--- config.mk ---
export PLATFORM = sky130hd
export DESIGN_NAME = maze_bram_arbiter
export DESIGN_NICKNAME = d
export VERILOG_FILES = /design/src/rtl/maze_bram_arbiter_pkg.sv /design/src/rtl/maze_bram_arbiter_rr_arbiter.sv /design/src/rtl/maze_bram_arbiter.sv
export SDC_FILE = /design/constraint.sdc
export NUM_CORES = 1
export LEC_CHECK = 0
export ABC_AREA = 1
export ABC_CLOCK_PERIOD_IN_PS = 2500
export BUFFER_PORTS_ARGS = -buffer_cell sky130_fd_sc_hd__buf_2
export CORE_MARGIN = 5
export CORE_UTILIZATION = 47
export DETAILED_ROUTE_END_ITERATION = 7
export PLACE_DENSITY = 0.91
export REMOVE_ABC_BUFFERS = 1
export SLEW_MARGIN = 40
export SYNTH_ARGS = -nofsm -noshare
export SYNTH_HDL_FRONTEND = slang
export SYNTH_SLANG_ARGS = --single-unit
--- constraint.sdc ---
create_clock -name clk -period 2.5 [get_ports clk]
set_clock_uncertainty 0.1 [all_clocks]
set_input_delay 0.5 -clock clk [delete_from_list [all_inputs] [get_ports clk]]
set_output_delay 0.5 -clock clk [all_outputs]
set_load 0.03 [all_outputs]
--- src/rtl/maze_bram_arbiter_pkg.sv ---
// Shared constants and arbiter state encodings for the maze-map BRAM read path.
package maze_pkg;

   localparam int unsigned MAP_ADDR_W    = 8;
   localparam int unsigned MAP_DATA_W    = 9;
   localparam int unsigned CELL_WALL_BIT = 0;
   localparam int unsigned MAP_COLS      = 16;

   // 3-bit encoding leaves spare codes that the FSM steers back to idle
   typedef enum logic [2:0] {
      ARB_IDLE = 3'd0,
      ARB_WAIT = 3'd1,
      ARB_CAPT = 3'd2,
      ARB_RESP = 3'd3
   } arb_state_e;

endpackage

--- src/rtl/maze_bram_arbiter_rr_arbiter.sv ---
// Combinational round-robin winner select: search starts just after the last winner.
module rr_arbiter #(
   parameter  int unsigned N_REQ = 4,
   localparam int unsigned IDX_W = (N_REQ > 1) ? $clog2(N_REQ) : 1
) (
   input  logic [N_REQ-1:0] req,
   input  logic [IDX_W-1:0] rr_ptr,
   output logic [N_REQ-1:0] win_onehot_c,
   output logic [IDX_W-1:0] win_idx_c,
   output logic             any_req_c
);

   logic [IDX_W-1:0] idx;
   logic             found;

   // explicit wrap so non-power-of-2 N_REQ never indexes past the last requester
   always_comb begin
      idx       = rr_ptr;
      found     = 1'b0;
      win_idx_c = '0;
      for (int unsigned k = 0; k < N_REQ; k++) begin
         idx = (idx == IDX_W'(N_REQ - 1)) ? '0 : idx + IDX_W'(1);
         if (!found && req[idx]) begin
            found     = 1'b1;
            win_idx_c = idx;
         end
      end
      any_req_c    = found;
      win_onehot_c = found ? (N_REQ'(1) << win_idx_c) : '0;
   end

endmodule

--- src/rtl/maze_bram_arbiter.sv ---
// Round-robin arbiter sharing the maze-map BRAM read port; one read in flight at a time.
module maze_bram_arbiter
   import maze_pkg::*;
#(
   parameter int unsigned N_REQ    = 4,
   parameter int unsigned ADDR_W   = MAP_ADDR_W,
   parameter int unsigned DATA_W   = MAP_DATA_W,
   parameter int unsigned READ_LAT = 1
) (
   input  logic                    clk,
   input  logic                    reset,
   input  logic [N_REQ-1:0]        req,
   input  logic [N_REQ*ADDR_W-1:0] req_addr,
   input  logic [DATA_W-1:0]       bram_dout,
   output logic [ADDR_W-1:0]       bram_addr,
   output logic                    bram_en,
   output logic [N_REQ-1:0]        gnt,
   output logic [N_REQ-1:0]        rd_valid,
   output logic [DATA_W-1:0]       rd_data,
   output logic                    busy
);

   localparam int unsigned PTR_W = (N_REQ > 1) ? $clog2(N_REQ) : 1;
   localparam int unsigned LAT_W = $clog2(READ_LAT + 1);

   arb_state_e        state, state_nxt;
   logic [PTR_W-1:0]  rr_ptr, rr_ptr_nxt;
   logic [LAT_W-1:0]  lat_cnt, lat_cnt_nxt;
   logic [ADDR_W-1:0] bram_addr_nxt, sel_addr_c;
   logic              bram_en_nxt, busy_nxt;
   logic [N_REQ-1:0]  gnt_nxt, rd_valid_nxt;
   logic [DATA_W-1:0] rd_data_nxt;

   logic [N_REQ-1:0]  win_onehot_c;
   logic [PTR_W-1:0]  win_idx_c;
   logic              any_req_c;

   rr_arbiter #(.N_REQ(N_REQ)) u_rr (
      .req          (req),
      .rr_ptr       (rr_ptr),
      .win_onehot_c (win_onehot_c),
      .win_idx_c    (win_idx_c),
      .any_req_c    (any_req_c)
   );

   // address mux with constant slice bases
   always_comb begin
      sel_addr_c = '0;
      for (int unsigned i = 0; i < N_REQ; i++) begin
         if (win_idx_c == PTR_W'(i)) sel_addr_c = req_addr[i*ADDR_W +: ADDR_W];
      end
   end

   always_ff @(posedge clk) begin
      if (reset) begin
         state     <= ARB_IDLE;
         rr_ptr    <= PTR_W'(N_REQ - 1);
         lat_cnt   <= '0;
         bram_addr <= '0;
         bram_en   <= 1'b0;
         gnt       <= '0;
         rd_valid  <= '0;
         rd_data   <= '0;
         busy      <= 1'b0;
      end else begin
         state     <= state_nxt;
         rr_ptr    <= rr_ptr_nxt;
         lat_cnt   <= lat_cnt_nxt;
         bram_addr <= bram_addr_nxt;
         bram_en   <= bram_en_nxt;
         gnt       <= gnt_nxt;
         rd_valid  <= rd_valid_nxt;
         rd_data   <= rd_data_nxt;
         busy      <= busy_nxt;
      end
   end

   always_comb begin
      state_nxt     = state;
      rr_ptr_nxt    = rr_ptr;
      lat_cnt_nxt   = lat_cnt;
      bram_addr_nxt = bram_addr;
      bram_en_nxt   = 1'b0;
      gnt_nxt       = '0;
      rd_valid_nxt  = '0;
      rd_data_nxt   = rd_data;
      case (state)
         ARB_IDLE: begin
            if (any_req_c) begin
               bram_addr_nxt = sel_addr_c;
               bram_en_nxt   = 1'b1;
               gnt_nxt       = win_onehot_c;
               rr_ptr_nxt    = win_idx_c;
               lat_cnt_nxt   = '0;
               state_nxt     = ARB_WAIT;
            end
         end
         ARB_WAIT: begin
            lat_cnt_nxt = lat_cnt + LAT_W'(1);
            if (lat_cnt == LAT_W'(READ_LAT - 1)) state_nxt = ARB_CAPT;
         end
         ARB_CAPT: begin
            rd_data_nxt  = bram_dout;
            rd_valid_nxt = N_REQ'(1) << rr_ptr;
            state_nxt    = ARB_RESP;
         end
         ARB_RESP: state_nxt = ARB_IDLE;
         default:  state_nxt = ARB_IDLE;
      endcase
      busy_nxt = (state_nxt != ARB_IDLE);
   end

endmodule

After elaboration in Yosys (flattened, before gate mapping)
Cells that the tools add are included.

Flip-flop bits (word level): 33. Bits in latches: 0. Memory bits (writable): 0. ROM bits: 0. Input port bits: 47. Output and inout port bits: 27. Word-level logic and storage cells: 78. Memories kept: 0.

Add/subtract/negate cells: 5. Multipliers: 0. Divide/modulo/power cells: 0. Magnitude comparators: 4. Equality and inequality tests: 10. Shift operators: 2. Muxes and demuxes: 30. Bitwise gates (word level): 3. Reduce and logical (&&, ||, !) cells: 15.

Operator list (count): $mux 8 (4); $mux 2 (8); $eq 2x2->1 const B (6); $lt 2x3->1 const B (4); $mux 1 (10); $pmux 3 s3 (1); $add 2x1->2 const B (4); $bmux 1 s2 (4); $shl 1x2->4 const A (2); $mux 3 (2); $reduce_and 2->1 (2); $reduce_or 2->1 (2); $eq 3x1->1 const B (1); $eq 3x2->1 const B (1); $logic_and 1x1->1 (3); $logic_not 1->1 (3); $logic_not 3->1 (1); $not 1->1 (3); $reduce_bool 3->1 (1); $reduce_or 3->1 (1); $eq 2x1->1 const B (1); $logic_not 2->1 (1); $ne 2x2->1 const B (1); $pmux 1 s2 (1); other kinds (2) (2).

Longest topological paths before layout
Gate-level depths: netlist of the first run.

Depth in word-level cells: 19. Mapped depth: 17. Depth with buffers taken out: 16.

Cells and area by module
A second synthesis of the first run with hierarchy kept.

Cells, all modules: 261. Area total of the unflattened synthesis: 1755.4 µm².

By module, submodules not included: maze_bram_arbiter (instances 1, cells each 189, area each 1363.8 µm², sequential area each 660.6 µm²); rr_arbiter (instances 1, cells each 72, area each 391.6 µm², sequential area each 0.0 µm²).

Least setup slack after synthesis of the first run
No wires, ideal clock.

Path kind: reg2reg. Start: register rr_ptr[0]. End: register bram_addr[6]. Library setup time: 112 ps. Arrival: 1804 ps. Required time: 2288 ps. Setup slack: 484 ps. Stages on the path, launching flop included: 16. Buffers on the path: 1. Clock period less this slack: 2016 ps. Cell sequence: dfxtp_1 ha_1 inv_2 o21ai_4 nand2_2 nand2_1 nand2_2 nor2_4 nand3_1 nand2_1 nand2_2 buf_2 nand3_1 nand3_1 nand2_1 nand2_1.

Longest elaborated chain between the ends: 19. Elaborated cells between the ends (all ways): 43. Those cells by class: add/sub: 4; eq/ne: 7; mux: 24; reduce/logical: 8.

RTL lines: start: declaration (RTL line maze_bram_arbiter.sv:27) `logic [PTR_W-1:0] rr_ptr, rr_ptr_nxt;`; start signal: assignment (RTL line maze_bram_arbiter.sv:57) `rr_ptr <= PTR_W'(N_REQ - 1);`; start signal: assignment (RTL line maze_bram_arbiter.sv:67) `rr_ptr <= rr_ptr_nxt;`; $add 2x1->2 or $eq 2x2->1 (tied branches) (RTL line maze_bram_arbiter_rr_arbiter.sv:22) `idx = (idx == IDX_W'(N_REQ - 1)) ? '0 : idx + IDX_W'(1);`; $mux 2 (*) (RTL line maze_bram_arbiter_rr_arbiter.sv:22); branches (longest 17 deep; another with $add 2x1->2); end signal: assignment (RTL line maze_bram_arbiter.sv:69) `bram_addr <= bram_addr_nxt;`; end: declaration (RTL line maze_bram_arbiter.sv:15) `output logic [ADDR_W-1:0] bram_addr,`.

Mark *: on every way between the ends. The select of a mux whose other input is x is not followed. A chain may end at the register's enable or synchronous reset.

Worst setup path in the final report of the first run
Start: register rr_ptr[1]. End: register bram_addr[5].

Same word-level chain as after synthesis.

==> impl_metrics.json, run 1 <==
{
  "syn_avg_cell_area_um2": 6.71,
  "port_buffers": 73,
  "async_flop_share_pct": 0,
  "rrSetupSlack_ps": 210,
  "place_inst": 373,
  "total_power_mw": 3.26,
  "routed_wirelength_um": 4270,
  "htreeDepth": 2,
  "first_global_vias": 1735,
  "cts_buffer_depth": 2,
  "criticalPathCategory": "flop to flop",
  "hold_viol_final": 0,
  "maxCapViolations": 0,
  "synth_edf_count": 0,
  "io_pins": 74,
  "wl_per_cell_um": 11.2,
  "startpoint_type": "flop",
  "crit_path_end_kind": "flop",
  "vdd_drop_max_v": 0.00108,
  "route.vias.total": 1838,
  "die_w_um": 70.8,
  "netlist_area_um2": 1740,
  "final_cell_mix": "76 x nand2_1, 73 x buf_2, 33 x dfxtp_1, 28 x nor2_1, 25 x nand3_1",
  "nets": 380,
  "rows": 22,
  "antenna_found_initial": 0,
  "grt_pass1_wl_um": 7240,
  "dieArea_um2": 5020,
  "yosysSeqAreaShare_pct": 38.0,
  "netlist_instances": 259,
  "ant_nets": 0,
  "p_per_area_nw_per_um2": 1460,
  "avgViaCountPerCell": 4.82,
  "grt-ovfl-total": 0,
  "drc": 0,
  "core-area_um2": 3630,
  "drive_gt1_share_pct": 33.6,
  "tritoncts": "yes",
  "cts_sinks": 33,
  "layoutNonFillerInstCount": 381,
  "fmaxAchievable_mhz": 437,
  "hold_buffers": 0,
  "gp_congestion": 0.850,
  "worstReg2RegStart": "rr_ptr[1]",
  "postCtsSetupRepairBufs": 0,
  "synth_seq_cells": 33,
  "drtPass1Iterations": 4,
  "p_leak_nw": 1.21,
  "clockRootBuffer": "clkbuf_8",
  "track_usage_pct": 17.4,
  "worstPathMaxFanout": 20,
  "drt_iter0_drc": 105,
  "synth_cell_types": 26,
  "status": "complete, no violations",
  "clkLatencyLatePin_ps": 280,
  "die_h_um": 70.8,
  "finalCritPeriodShare_pct": 91.6,
  "hold_path.class": "flop to flop",
  "crit_start": "rr_ptr[1]",
  "syn_to_final_growth_pct": 28.5,
  "crit_arrival_ps": 2370,
  "setup_viol": 0,
  "required_ps": 2580,
  "path_clk_slew_ps": 70,
  "grt_max_degree": 21,
  "cts_buffers": 5,
  "layout_commonest_cell": "nand2_1",
  "post_cts_resized": 0,
  "initial_utilization_pct": 47.9,
  "hold_start": "bram_addr[2]",
  "ys_warn_count": 0,
  "dp_hpwl_um": 3360,
  "finalCriticalPeriod_ps": 2290,
  "rsz0062_at_grt": "false",
  "drv_slew": 0,
  "synthFlopType": "dfxtp_1",
  "antenna_cells": 0
}
[critical path, cell delays in order, from the launching register on]
cell     delay (ps)
dfxtp_1         340
ha_1            390
inv_2            90
o21ai_4          80
nand2_2         100
o21ai_1         250
nand4_1         130
nand2_1         100
buf_4           250
nor2_4           90
nand2_1          70
nand3_1          70
nand2_1          70
nand2_1          50
[Yosys cell counts, types with 3 or more instances]
| library cell | count | area, um2 |
|---|---|---|
| a21oi_1 | 3 | 15.0 |
| buf_2 | 4 | 20.0 |
| buf_6 | 4 | 45.0 |
| dfxtp_1 | 33 | 661 |
| inv_1 | 16 | 60.1 |
| inv_2 | 13 | 48.8 |
| nand2_1 | 76 | 285 |
| nand2_2 | 5 | 31.3 |
| nand3_1 | 25 | 125 |
| nand3b_1 | 8 | 60.1 |
| nand4_1 | 3 | 18.8 |
| nor2_1 | 28 | 105 |
| nor2_4 | 3 | 33.8 |
| nor3_1 | 5 | 25.0 |
| o21ai_0 | 10 | 50.1 |
| o21ai_1 | 9 | 45.0 |
[final timing paths]
kind | cells past startpoint | to
hold reg to reg | 2 | bram_addr[2]
hold / removal | 2 | bram_addr[2]
setup reg to reg | 13 | bram_addr[5]
setup / recovery | 13 | bram_addr[5]
[routing by layer]
metal | vias up | global-route usage [%] | wire length, um
li1 | 961 | - | -
met1 | 793 | 20.3 | 1830
met2 | 78 | 30.9 | 1990
met3 | 6 | 5.82 | 412
met4 | 0 | 3.76 | 40
met5 | - | 0 | 0
[flip-flops by register name (all words and copies together), names as in the netlist]
signal / flops
rd_data: 9
bram_addr: 8
gnt: 4
rd_valid: 4
state: 3
rr_ptr: 2
bram_en: 1
busy: 1
lat_cnt: 1
[cells by family after synthesis]
family                   Yosys count  share of synthesized area (%)
adder cells (fa/ha/maj)            1                          0.719
buffers and inverters             40                           10.6
other                              1                          0.216
flip-flops                        33                           38.0
AO/OA/AOI/OAI                     25                           8.06
AND/OR/NAND/NOR                  159                           42.4
[metrics by stage]
step	area (um2)	setup WS (ps)	TNS (ps)	util, %	hold slack [ps]
floorplan	1660	-19.0	-140	-	348
global placement	2120	293	0	58.3	333
detailed placement	2120	222	0	58.3	335
CTS	2230	225	0	61.5	349
global route	2230	19.3	0	61.5	356
finish	2230	210	0	61.5	346
[cell type report]
class	instances	area, um2
fill	370	1400
multi-input combinational	186	893
sequential	33	661
timing repair buffer	77	395
inverter	29	109
clock buffer	7	86.3
tap	48	60.1
clock inverter	1	30.0
[power breakdown]
part	total (mW)	switching (mW)	internal (mW)	leakage [nW]
logic	2.06	1.44	0.624	0.882
registers	0.695	0.0560	0.639	0.269
clock network	0.501	0.176	0.325	0.0585
Note: power is estimated with default switching activity, not from simulation.
==> run 2, diff against run 1 <==
--- a/config.mk
+++ b/config.mk
@@ -6,13 +6,14 @@
 export NUM_CORES = 1
 export LEC_CHECK = 0
 export ABC_AREA = 1
-export ABC_CLOCK_PERIOD_IN_PS = 2500
+export ABC_CLOCK_PERIOD_IN_PS = 1900
 export BUFFER_PORTS_ARGS = -buffer_cell sky130_fd_sc_hd__buf_2
 export CORE_MARGIN = 5
-export CORE_UTILIZATION = 47
+export CORE_UTILIZATION = 43
 export DETAILED_ROUTE_END_ITERATION = 7
-export PLACE_DENSITY = 0.91
+export PLACE_DENSITY = 0.88
 export REMOVE_ABC_BUFFERS = 1
+export SKIP_CTS_REPAIR_TIMING = 1
 export SLEW_MARGIN = 40
 export SYNTH_ARGS = -nofsm -noshare
 export SYNTH_HDL_FRONTEND = slang
==> constraint.sdc (replaced) <==
create_clock -name clk -period 1.9 [get_ports clk]
set_clock_uncertainty 0.1 [all_clocks]
set_input_delay 0.38 -clock clk [delete_from_list [all_inputs] [get_ports clk]]
set_output_delay 0.38 -clock clk [all_outputs]
set_load 0.03 [all_outputs]
==> impl_metrics.json, run 2 (synthesized netlist as in run 1, its figures left out) <==
{
  "status": "finished with violations",
  "violations": "setup timing",
  "routed_wirelength_um": 4850,
  "syn_to_final_growth_pct": 45.0,
  "cts_sinks": 33,
  "combinationalPowerShare_pct": 70.2,
  "grt_pass1_wl_um": 7600,
  "gp_congestion": 0.846,
  "first_global_vias": 1920,
  "drt_iter0_drc": 91,
  "seq_power_share_pct": 17.2,
  "worstReg2RegStart": "rr_ptr[0]",
  "port_buffers": 73,
  "ant_nets": 0,
  "dieArea_um2": 5420,
  "whs_path_depth": 3,
  "io_pins": 74,
  "p_leak_nw": 1.33,
  "die_h_um": 73.6,
  "fmaxAchievable_mhz": 469,
  "top_regs": "rd_data: 9 flops, bram_addr: 8 flops",
  "htreeDepth": 2,
  "cts_buffers": 5,
  "clkLatencyLatePin_ps": 280,
  "cpMostUsedCell": "nand2_4",
  "dp_hpwl_um": 3430,
  "cp_slowest_cell": "dfxtp_4",
  "p_sw_mw": 2.60,
  "drtPass1Iterations": 4,
  "final_cell_mix": "74 x buf_2, 66 x nand2_1, 31 x dfxtp_1, 25 x nor2_1, 22 x nand3_1",
  "drive_gt1_share_pct": 42.9,
  "stdcell_area_um2": 2520,
  "rr_worst_depth": 15,
  "maxCapViolations": 0,
  "hold_start": "bram_dout[3]",
  "rrSetupSlack_ps": -230,
  "setup_viol": 14,
  "avgViaCountPerCell": 4.89,
  "finalCritPeriodShare_pct": 112,
  "die_w_um": 73.6,
  "required_ps": 1980,
  "holdPathEnd": "rd_data[3]",
  "crit_arrival_ps": 2210,
  "finalCriticalPeriod_ps": 2130,
  "clockPowerShare_pct": 12.5,
  "hold_viol_final": 0,
  "criticalPathCategory": "flop to flop",
  "drc": 0,
  "antenna_found_initial": 0,
  "n_fill_cell": 333,
  "layout_commonest_cell": "buf_2",
  "drv_slew": 0,
  "hold_path.class": "primary input to flop",
  "switching_share_pct": 48.2,
  "track_usage_pct": 17.4,
  "p_int_mw": 2.79,
  "crit_path_end_kind": "flop",
  "largest_reg_flops": 9,
  "tritoncts": "yes",
  "p_per_area_nw_per_um2": 2140,
  "wl_per_cell_um": 12.1,
  "startpoint_type": "flop",
  "route.vias.total": 1967,
  "crit_chain": "ha_4, inv_4, o21ai_4, nand2_4, nand2_4, nand2_4, nor2_4, nand4_1, nand2_4, buf_6, nor2_4, nand2_2, nand3_2, nand2_1, nand2_1",
  "antenna_cells": 0,
  "regMostFlops": "rd_data",
  "cpPeakStageDelay_ps": 360,
  "setup_ws_ps": -232,
  "grt_max_degree": 17,
  "path_clk_slew_ps": 70,
  "grt-ovfl-total": 0,
  "nets": 399,
  "clockRootBuffer": "clkbuf_8",
  "vdd_drop_max_v": 0.00144,
  "fin_setup_tns_ps": -2320,
  "core-area_um2": 3970,
  "cts_buffer_depth": 2,
  "rows": 23,
  "rsz0062_at_grt": "true",
  "initial_utilization_pct": 43.8,
  "placedInstanceArea_um2": 2250,
  "worstPathMaxFanout": 7,
  "timing.rr.end": "bram_addr[7]"
}
-- run 2: cell count changes in the layout (fill, tap and decap cells not counted), moves of 3 or more --
cell / before / now
nand2_1: 76 / 66
buf_4: 4 / 16
nor2_1: 28 / 25
nor2_2: 2 / 5
nand2_2: 5 / 9
nand3_1: 25 / 22
nand2_4: 0 / 6
buf_6: 0 / 3
-- run 2: how the worst max path moves through the flow --
stage	slack, ps	cells after the start	startpoint	endpoint
finish	-230	15	rr_ptr[0]	bram_addr[7]
global route	-330	14	rr_ptr[0]	bram_addr[7]
CTS	-310	15	rr_ptr[0]	bram_addr[5]
detailed placement	-280	15	rr_ptr[0]	bram_addr[5]
global placement	-250	15	rr_ptr[0]	bram_addr[5]
floorplan	-620	13	rr_ptr[0]	bram_addr[6]
-- run 2: metal layers --
layer | global-route usage [%] | up-vias | wire [um]
li1 | - | 1003 | -
met3 | 5.47 | 6 | 440
met4 | 4.83 | 0 | 40
met5 | 0 | - | 0
met2 | 29.8 | 83 | 2320
met1 | 20.8 | 875 | 2050
-- run 2: layout make-up --
| type | instances | area (um2) | share of cell area [%] |
|---|---|---|---|
| well taps | 50 | 62.6 | 2.48 |
| repair buffers | 95 | 559 | 22.2 |
| multi-input cells | 187 | 1010 | 39.9 |
| flip-flops and latches | 33 | 666 | 26.4 |
| clock inverters | 1 | 30.0 | 1.19 |
| clock buffers | 7 | 86.3 | 3.42 |
| inverters | 29 | 111 | 4.42 |
-- run 2: worst max-delay path, delay by kind of cell, from the launching register on --
family          cells  cell delay [ps]
fa+ha+maj           1              300
compound gates      1               80
flops               1              360
buf+inv             2              190
simple gates       11             1000
-- run 2: power groups by stage --
stage                     logic (mW)  clock network, mW  registers, mW
after floorplan                 1.79                  0           1.17
after global placement          3.12                  0          0.918
after detailed placement        3.18                  0          0.920
after CTS                       3.20              0.684          0.908
after global routing            4.12              0.714          0.942
final                           3.79              0.675          0.929
-- run 2: stage by stage --
step / hold WS (ps) / setup slack [ps] / power (mW) / cells / utilization, %
CTS: 247 / -311 / 4.80 / 398 / 59.5
detailed placement: 339 / -278 / 4.10 / 390 / 56.6
global route: 272 / -330 / 5.77 / 402 / 63.5
finish: 255 / -232 / 5.39 / 402 / 63.5
floorplan: 348 / -619 / 2.96 / 248 / -
global placement: 336 / -246 / 4.04 / 390 / 56.6
